[src/rtl/memory_arbiter.sv]
// -----------------------------------------------------------------------------
// memory_arbiter
//
// Merges the core's fetch port and memory-stage data port onto one shared
// memory bus with at most one transaction in flight. The data port wins
// arbitration by default; a starvation counter forces a fetch grant after
// STARVE_LIMIT consecutive data grants taken while fetch was waiting.
//
// Ports
//   clk, rst          : clock, synchronous active-high reset
//   inst_start        : fetch request (level)
//   inst_ready        : fetch request accepted this cycle (with inst_start)
//   i_addr            : fetch byte address
//   inst, inst_valid  : fetched word and its one-cycle valid pulse
//   d_cmd             : 0=NONE 1=READ 2=WRITE, 3..7 treated as NONE
//   d_cmd_ready       : data command accepted this cycle
//   d_addr, wdata,
//   wmask             : data address, store data, per-bit write mask
//   rdata, rdata_valid: load data and its one-cycle valid pulse
//   bus_valid/ready   : bus request handshake
//   bus_write         : 1=write 0=read
//   bus_addr/wdata/
//   wmask             : request fields, stable while bus_valid is high
//   bus_rdata(_valid) : read response from the bus (single-cycle valid)
// -----------------------------------------------------------------------------
module memory_arbiter #(
  parameter int unsigned STARVE_LIMIT = 4
) (
  input  logic        clk,
  input  logic        rst,
  // fetch port
  input  logic        inst_start,
  output logic        inst_ready,
  input  logic [31:0] i_addr,
  output logic [31:0] inst,
  output logic        inst_valid,
  // data port
  input  logic [2:0]  d_cmd,
  output logic        d_cmd_ready,
  input  logic [31:0] d_addr,
  input  logic [31:0] wdata,
  input  logic [31:0] wmask,
  output logic [31:0] rdata,
  output logic        rdata_valid,
  // shared memory bus
  output logic        bus_valid,
  input  logic        bus_ready,
  output logic        bus_write,
  output logic [31:0] bus_addr,
  output logic [31:0] bus_wdata,
  output logic [31:0] bus_wmask,
  input  logic [31:0] bus_rdata,
  input  logic        bus_rdata_valid
);

  localparam logic [2:0] CMD_READ  = 3'd1;
  localparam logic [2:0] CMD_WRITE = 3'd2;

  // Wide enough to hold STARVE_LIMIT itself, so the >= test can be reached.
  localparam int CNT_W = (STARVE_LIMIT < 1) ? 1 : $clog2(STARVE_LIMIT + 1);
  localparam logic [CNT_W-1:0] CNT_MAX = {CNT_W{1'b1}};

  localparam logic OWNER_FETCH = 1'b0;
  localparam logic OWNER_DATA  = 1'b1;

  typedef enum logic [1:0] {
    IDLE   = 2'd0,
    ISSUE  = 2'd1,
    WAIT_R = 2'd2
  } state_t;

  state_t           state_reg, state_next;
  logic             owner_reg;
  logic [CNT_W-1:0] starve_cnt_reg;

  logic             bus_write_reg;
  logic [31:0]      bus_addr_reg;
  logic [31:0]      bus_wdata_reg;
  logic [31:0]      bus_wmask_reg;

  logic [31:0]      inst_reg;
  logic [31:0]      rdata_reg;
  logic             inst_valid_reg;
  logic             rdata_valid_reg;

  logic             data_pending;
  logic             forced;
  logic             grant_data;
  logic             grant_fetch;
  logic             complete;

  // ---------------------------------------------------------------------------
  // Arbitration (combinational, only meaningful in IDLE)
  // ---------------------------------------------------------------------------
  assign data_pending = (d_cmd == CMD_READ) || (d_cmd == CMD_WRITE);

  generate
    if (STARVE_LIMIT == 0) begin : g_no_force
      assign forced = 1'b0;
    end else begin : g_force
      assign forced = inst_start && (starve_cnt_reg >= CNT_W'(STARVE_LIMIT));
    end
  endgenerate

  assign grant_data  = !rst && (state_reg == IDLE) && data_pending && !forced;
  assign grant_fetch = !rst && (state_reg == IDLE) && !grant_data && inst_start;

  assign d_cmd_ready = grant_data;
  assign inst_ready  = grant_fetch;

  // ---------------------------------------------------------------------------
  // Next-state logic
  // ---------------------------------------------------------------------------
  always_comb begin
    state_next = state_reg;
    complete   = 1'b0;
    case (state_reg)
      IDLE: begin
        if (grant_data || grant_fetch) begin
          state_next = ISSUE;
        end
      end
      ISSUE: begin
        if (bus_ready) begin
          if (bus_write_reg) begin
            // Writes are posted: no response is expected.
            state_next = IDLE;
          end else if (bus_rdata_valid) begin
            // Zero-latency response arriving with the accept.
            state_next = IDLE;
            complete   = 1'b1;
          end else begin
            state_next = WAIT_R;
          end
        end
      end
      WAIT_R: begin
        if (bus_rdata_valid) begin
          state_next = IDLE;
          complete   = 1'b1;
        end
      end
      default: begin
        state_next = IDLE;
      end
    endcase
  end

  // ---------------------------------------------------------------------------
  // State, request latch, starvation counter, response registers
  // ---------------------------------------------------------------------------
  always_ff @(posedge clk) begin
    if (rst) begin
      state_reg       <= IDLE;
      owner_reg       <= OWNER_FETCH;
      starve_cnt_reg  <= '0;
      bus_write_reg   <= 1'b0;
      bus_addr_reg    <= '0;
      bus_wdata_reg   <= '0;
      bus_wmask_reg   <= '0;
      inst_reg        <= '0;
      rdata_reg       <= '0;
      inst_valid_reg  <= 1'b0;
      rdata_valid_reg <= 1'b0;
    end else begin
      state_reg <= state_next;

      // Request fields are captured at grant and left untouched until the
      // next grant, so they stay stable for the whole ISSUE phase.
      if (grant_data) begin
        owner_reg     <= OWNER_DATA;
        bus_write_reg <= (d_cmd == CMD_WRITE);
        bus_addr_reg  <= d_addr;
        bus_wdata_reg <= wdata;
        bus_wmask_reg <= wmask;
      end else if (grant_fetch) begin
        owner_reg     <= OWNER_FETCH;
        bus_write_reg <= 1'b0;
        bus_addr_reg  <= i_addr;
        bus_wdata_reg <= '0;
        bus_wmask_reg <= '0;
      end

      // Counts data grants that bypassed a waiting fetch; any IDLE cycle
      // without a fetch request means fetch is no longer being starved.
      if (state_reg == IDLE) begin
        if (grant_data && inst_start) begin
          if (starve_cnt_reg != CNT_MAX) begin
            starve_cnt_reg <= starve_cnt_reg + 1'b1;
          end
        end else if (grant_fetch || !inst_start) begin
          starve_cnt_reg <= '0;
        end
      end

      inst_valid_reg  <= complete && (owner_reg == OWNER_FETCH);
      rdata_valid_reg <= complete && (owner_reg == OWNER_DATA);

      if (complete && (owner_reg == OWNER_FETCH)) begin
        inst_reg <= bus_rdata;
      end
      if (complete && (owner_reg == OWNER_DATA)) begin
        rdata_reg <= bus_rdata;
      end
    end
  end

  // ---------------------------------------------------------------------------
  // Outputs
  // ---------------------------------------------------------------------------
  assign bus_valid   = (state_reg == ISSUE);
  assign bus_write   = bus_write_reg;
  assign bus_addr    = bus_addr_reg;
  assign bus_wdata   = bus_wdata_reg;
  assign bus_wmask   = bus_wmask_reg;

  assign inst        = inst_reg;
  assign inst_valid  = inst_valid_reg;
  assign rdata       = rdata_reg;
  assign rdata_valid = rdata_valid_reg;

endmodule

[config.mk]
export PLATFORM = sky130hd
export DESIGN_NAME = memory_arbiter
export DESIGN_NICKNAME = d
export VERILOG_FILES = /design/src/rtl/memory_arbiter.sv
export SDC_FILE = /design/constraint.sdc
export NUM_CORES = 1
export LEC_CHECK = 0
export CAP_MARGIN = 20
export CORE_MARGIN = 5
export CORE_UTILIZATION = 29
export DETAILED_ROUTE_END_ITERATION = 16
export HOLD_SLACK_MARGIN = 0.08
export SLEW_MARGIN = 30
export SYNTH_ARGS = -nofsm -noshare
export SYNTH_HDL_FRONTEND = slang
export SYNTH_SLANG_ARGS = --single-unit
export TNS_END_PERCENT = 5
[constraint.sdc]
create_clock -name clk -period 5.78 [get_ports clk]
set_input_delay 1.156 -clock clk [delete_from_list [all_inputs] [get_ports clk]]
set_output_delay 1.156 -clock clk [all_outputs]
set_load 0.1 [all_outputs]
; ---- Yosys cells after proc, flatten, opt, wreduce, memory -nomap -nowiden
; Cells that the tools add are included.
[word_totals]
in_bits = 168
elab_cells = 65
ff_bits = 169
[op_classes]
n_reduce_logical = 21
bitwise = 1
n_eq_ne = 9
addsub = 1
order_cmp = 1
mux = 21
[op_table]
columns = cell, count
row1 = $mux W32, 5
row2 = $mux W2, 5
row3 = $logic_and A1 B1 Y1, 9
row4 = $mux W3, 3
row5 = $mux W1, 6
row6 = $ne A2 B1 Y1 const B, 3
row7 = $pmux W2 S3, 1
row8 = $reduce_and A3 Y1, 2
row9 = $logic_not A1 Y1, 4
row10 = $reduce_bool A2 Y1, 2
row11 = $add A3 B1 Y3 const B, 1
row12 = $eq A3 B1 Y1 const B, 1
row13 = $eq A3 B2 Y1 const B, 1
row14 = $ge A3 B3 Y1 const B, 1
row15 = $logic_or A1 B1 Y1, 3
row16 = $ne A3 B3 Y1 const B, 1
row17 = $eq A2 B1 Y1 const B, 1
row18 = $eq A2 B2 Y1 const B, 1
row19 = $logic_not A2 Y1, 1
row20 = $ne A2 B2 Y1 const B, 1
row21 = $pmux W1 S2, 1
row22 = $not A1 Y1, 1

; ---- Longest topological paths before layout
[logic_depth]
depth_word = 10
depth_mapped = 9
mapped_depth_nobuf = 6

; ---- Least setup slack after synthesis
; Ideal clock, no wire load.
[synth_path]
path_kind = input to output
from = in rst
to = out inst_ready
cell_stages = 6
arrival_ns = 3.318
slack_ns = 1.306
cell_sequence = buf_2 nand2b_4 or2_2 buf_2 buf_2 nor2_1
[synth_via]
elab_chain_cells = 7
[synth_rtl]
columns = element, line_no
row1 = start: declaration, 30  ; input logic rst,
row2 = $logic_not A1 Y1 (*), "105, 106"
row3 = $logic_and A1 B1 Y1 (*), "105, 106"
row4 = $logic_and A1 B1 Y1 (2 in a row), 105  ; assign grant_data = !rst && (state_reg == IDLE) && data_pending && !forced;
row5 = $logic_not A1 Y1, 106  ; assign grant_fetch = !rst && (state_reg == IDLE) && !grant_data && inst_start;
row6 = $logic_and A1 B1 Y1 (*) (2 in a row), 106
row7 = end: declaration, 33  ; output logic inst_ready,
; Every way passes the cells marked *; elsewhere a longest branch is shown, timed or not.

; ---- Worst setup path in the final report
[layout_path]
from = in d_cmd[0]
to = out inst_ready
[layout_via]
elab_chain_cells = 7
word_cells_on_any_way = 8
[layout_rtl]
columns = element, line_no
row1 = start: declaration, 38  ; input logic [2:0] d_cmd,
row2 = $eq A3 B1 Y1 / $eq A3 B2 Y1 (equally long branches), 95  ; assign data_pending = (d_cmd == CMD_READ) || (d_cmd == CMD_WRITE);
row3 = $logic_or A1 B1 Y1 (*), 95
row4 = $logic_and A1 B1 Y1 (*) (2 in a row), 105
row5 = $logic_not A1 Y1 (*), 106
row6 = $logic_and A1 B1 Y1 (*) (2 in a row), 106
; Marks and branches as above.

==> flow_summary.json <==
{
  "crit_type": "input pin to primary output",
  "grt_max_degree": 82,
  "io_pins": 334,
  "yosysUniqueCellTypes": 34,
  "ant_nets": 0,
  "cp_cell_sequence": "clkdlybuf4s50_1, xnor2_1, a2111o_2, inv_2, nor2_1, buf_4",
  "finalCriticalPeriod_ns": 3.949,
  "fmax_mhz": 253.2,
  "grt_pass1_wl_um": 32500,
  "drc": 0,
  "drive_gt1_share_pct": 9.148,
  "chipWidth_um": 156.3,
  "drv_slew": 0,
  "final_cell_mix": "clkdlybuf4s50_1, dfxtp_1, nand2_1",
  "drt-total-wl_um": 21570,
  "num_vias": 5662,
  "synth_area_leader_cell": "dfxtp_1",
  "tightest_slew_ns": 1.037,
  "wl_per_cell_um": 17.60,
  "post_cts_resized": 0,
  "leakage_nw": 3.833,
  "clkPwrFrac_pct": 30.3,
  "track_usage_pct": 16.89,
  "cellPowerDensity_nw_per_um2": 362.6,
  "finalCritPeriodShare_pct": 68.32,
  "relSlewSlack_pct": 30.67,
  "ir_drop_mv": 0.1423,
  "synth-seq-cells": 169,
  "postCtsHoldBufs": 0,
  "die_h_um": 156.3,
  "critPathCaptureType": "primary output",
  "root_buffer": "clkbuf_16",
  "hold_ws_ns": 0.4537,
  "grt_util_met1_pct": 20.30,
  "core_um2": 21020,
  "drv_cap": 0,
  "initial_core_util_pct": 29.53,
  "syn_inst": 627,
  "final_common_cell": "clkdlybuf4s50_1",
  "p_int_mw": 2.246,
  "p_switching_mw": 1.481,
  "num-fill-cells": 1981,
  "start_kind": "input pin",
  "cts_num_sinks": 169,
  "max_stage_delay_ns": 0.44,
  "antenna_found_initial": 0,
  "hold_path.class": "register to register",
  "drtIter0Drc": 230,
  "die-area_um2": 24430,
  "first_global_vias": 5650,
  "clk_path_buf_depth": 2,
  "seqPwrFrac_pct": 34.9,
  "rsz0062_at_grt": "false",
  "use_met3_pct": 7.439,
  "syn_area_per_cell_um2": 9.902,
  "row_count": 53,
  "clk_pin_slew_ns": 0.07,
  "synth_top_area_share_pct": 54.49,
  "p_comb_share_pct": 34.7,
  "nets": 1112,
  "syn_area_um2": 6208,
  "yosysWarningCount": 0,
  "cts_tree": "yes",
  "areaGrowthSynthToFinish_pct": 65.54,
  "fin_tns_setup_ns": 0,
  "status": "completed",
  "cts_buffers": 17,
  "first_pass_iters": 6,
  "hpwl_um": 15330,
  "worst_clock_skew_ns": 0.01046,
  "clkLatencyLatePin_ns": 0.42,
  "final_hold_viol_count": 0,
  "htreeDepth": 4,
  "antenna_cells": 0,
  "viasPerCell": 4.618,
  "gr-total-overflow": 0,
  "post-cts-setup-buffers": 0,
  "swShare_pct": 39.75,
  "setup_viol": 0,
  "ys_seq_area_share_pct": 54.49,
  "slowest_stage": "clkdlybuf4s50_1",
  "io_buffers": 333,
  "yosys-top-cells-area": "dfxtp_1, a22o_1, nand2_1",
  "path_max_fanout": 7,
  "cp.required_ns": 4.62,
  "syn_nets": 801,
  "use_met2_pct": 27.98,
  "cp.arrival_ns": 2.79,
  "grt-busiest-layer": "met2",
  "place_congestion": 0.7370
}
## area by class of cell
class                   instances  area [um^2]  share of cell area [%]
flip-flops and latches        169         3383                   32.92
repair buffers                342         3371                   32.80
multi-input cells             402         2579                   25.09
clock buffers                  19        442.9                   4.310
well taps                     275        344.1                   3.348
clock inverters                13        135.1                   1.315
inverters                       6        22.52                  0.2191
## stage by stage
stage	std cells	utilization, %	cell area, um^2	setup WS, ns	total power, mW
after global routing	1226	48.89	10280	1.737	3.892
after detailed placement	1194	46.21	9714	1.830	2.634
after floorplan	627	-	6208	1.306	2.261
final	1226	48.89	10280	1.831	3.727
after global placement	1194	46.29	9732	1.581	2.633
after CTS	1226	48.96	10290	1.818	3.782
## Yosys cell counts, drive strengths merged
library cell  instances
dfxtp               169
nand2               133
a21oi                70
a22o                 64
nor2                 36
mux2i                34
a211oi               33
buf                  25
clkbuf               25
ha                    6
inv                   6
nand2b                5
a21o                  2
nand3                 2
nand3b                2
or2                   2
a2111o                1
a211o                 1
a31oi                 1
a32o                  1
a32oi                 1
nor3                  1
nor3b                 1
nor4b                 1
o21ai                 1
o22ai                 1
o41ai                 1
or4                   1
xnor2                 1
## path summary, 6_finish.rpt
check	from	end	slack [ns]	depth (start not counted)
max	d_cmd[0]	inst_ready	1.83	6
min	inst[16]$_SDFFE_PP0P_	inst[16]$_SDFFE_PP0P_	0.45	2
max reg2reg	state_reg[1]$_SDFFE_PP0P_	bus_wdata[17]$_SDFFE_PP0P_	3.22	7
min reg2reg	inst[16]$_SDFFE_PP0P_	inst[16]$_SDFFE_PP0P_	0.45	2
## metal layers
metal | wire [um] | up-vias
li1 | - | 2812
met1 | 8933 | 2612
met2 | 10180 | 221
met3 | 2226 | 17
met4 | 229 | 0
met5 | 0 | -
## worst max-delay path: cells and delay by family
family,cells,cell delay (ns)
buffers and inverters,3,0.91
AO/OA/AOI/OAI,1,0.44
XOR/XNOR,1,0.20
AND/OR/NAND/NOR,1,0.08
## kinds of logic (layout without fill, tap and decap cells)
logic type	after synthesis	count (layout)	share of synthesized area, %
xor gates and xnor gates	1	1	0.1411
muxes	34	34	5.482
AOI/OAI and AO/OA	177	177	22.37
and+or+nand+nor	184	184	11.91
DFF	169	169	54.49
adders and majority gates	6	6	1.209
buffers and inverters	56	380	4.393
## power by group through the flow
stage / clock, mW / combinational, mW / sequential (mW)
2_1_floorplan: 0 / 0.322 / 1.94
5_1_grt: 1.23 / 1.34 / 1.31
3_5_place_dp: 0 / 1.30 / 1.33
6_report: 1.13 / 1.29 / 1.30
3_3_place_gp: 0 / 1.30 / 1.33
4_1_cts: 1.17 / 1.31 / 1.30
No activity file was read; power rests on OpenSTA's default activity.
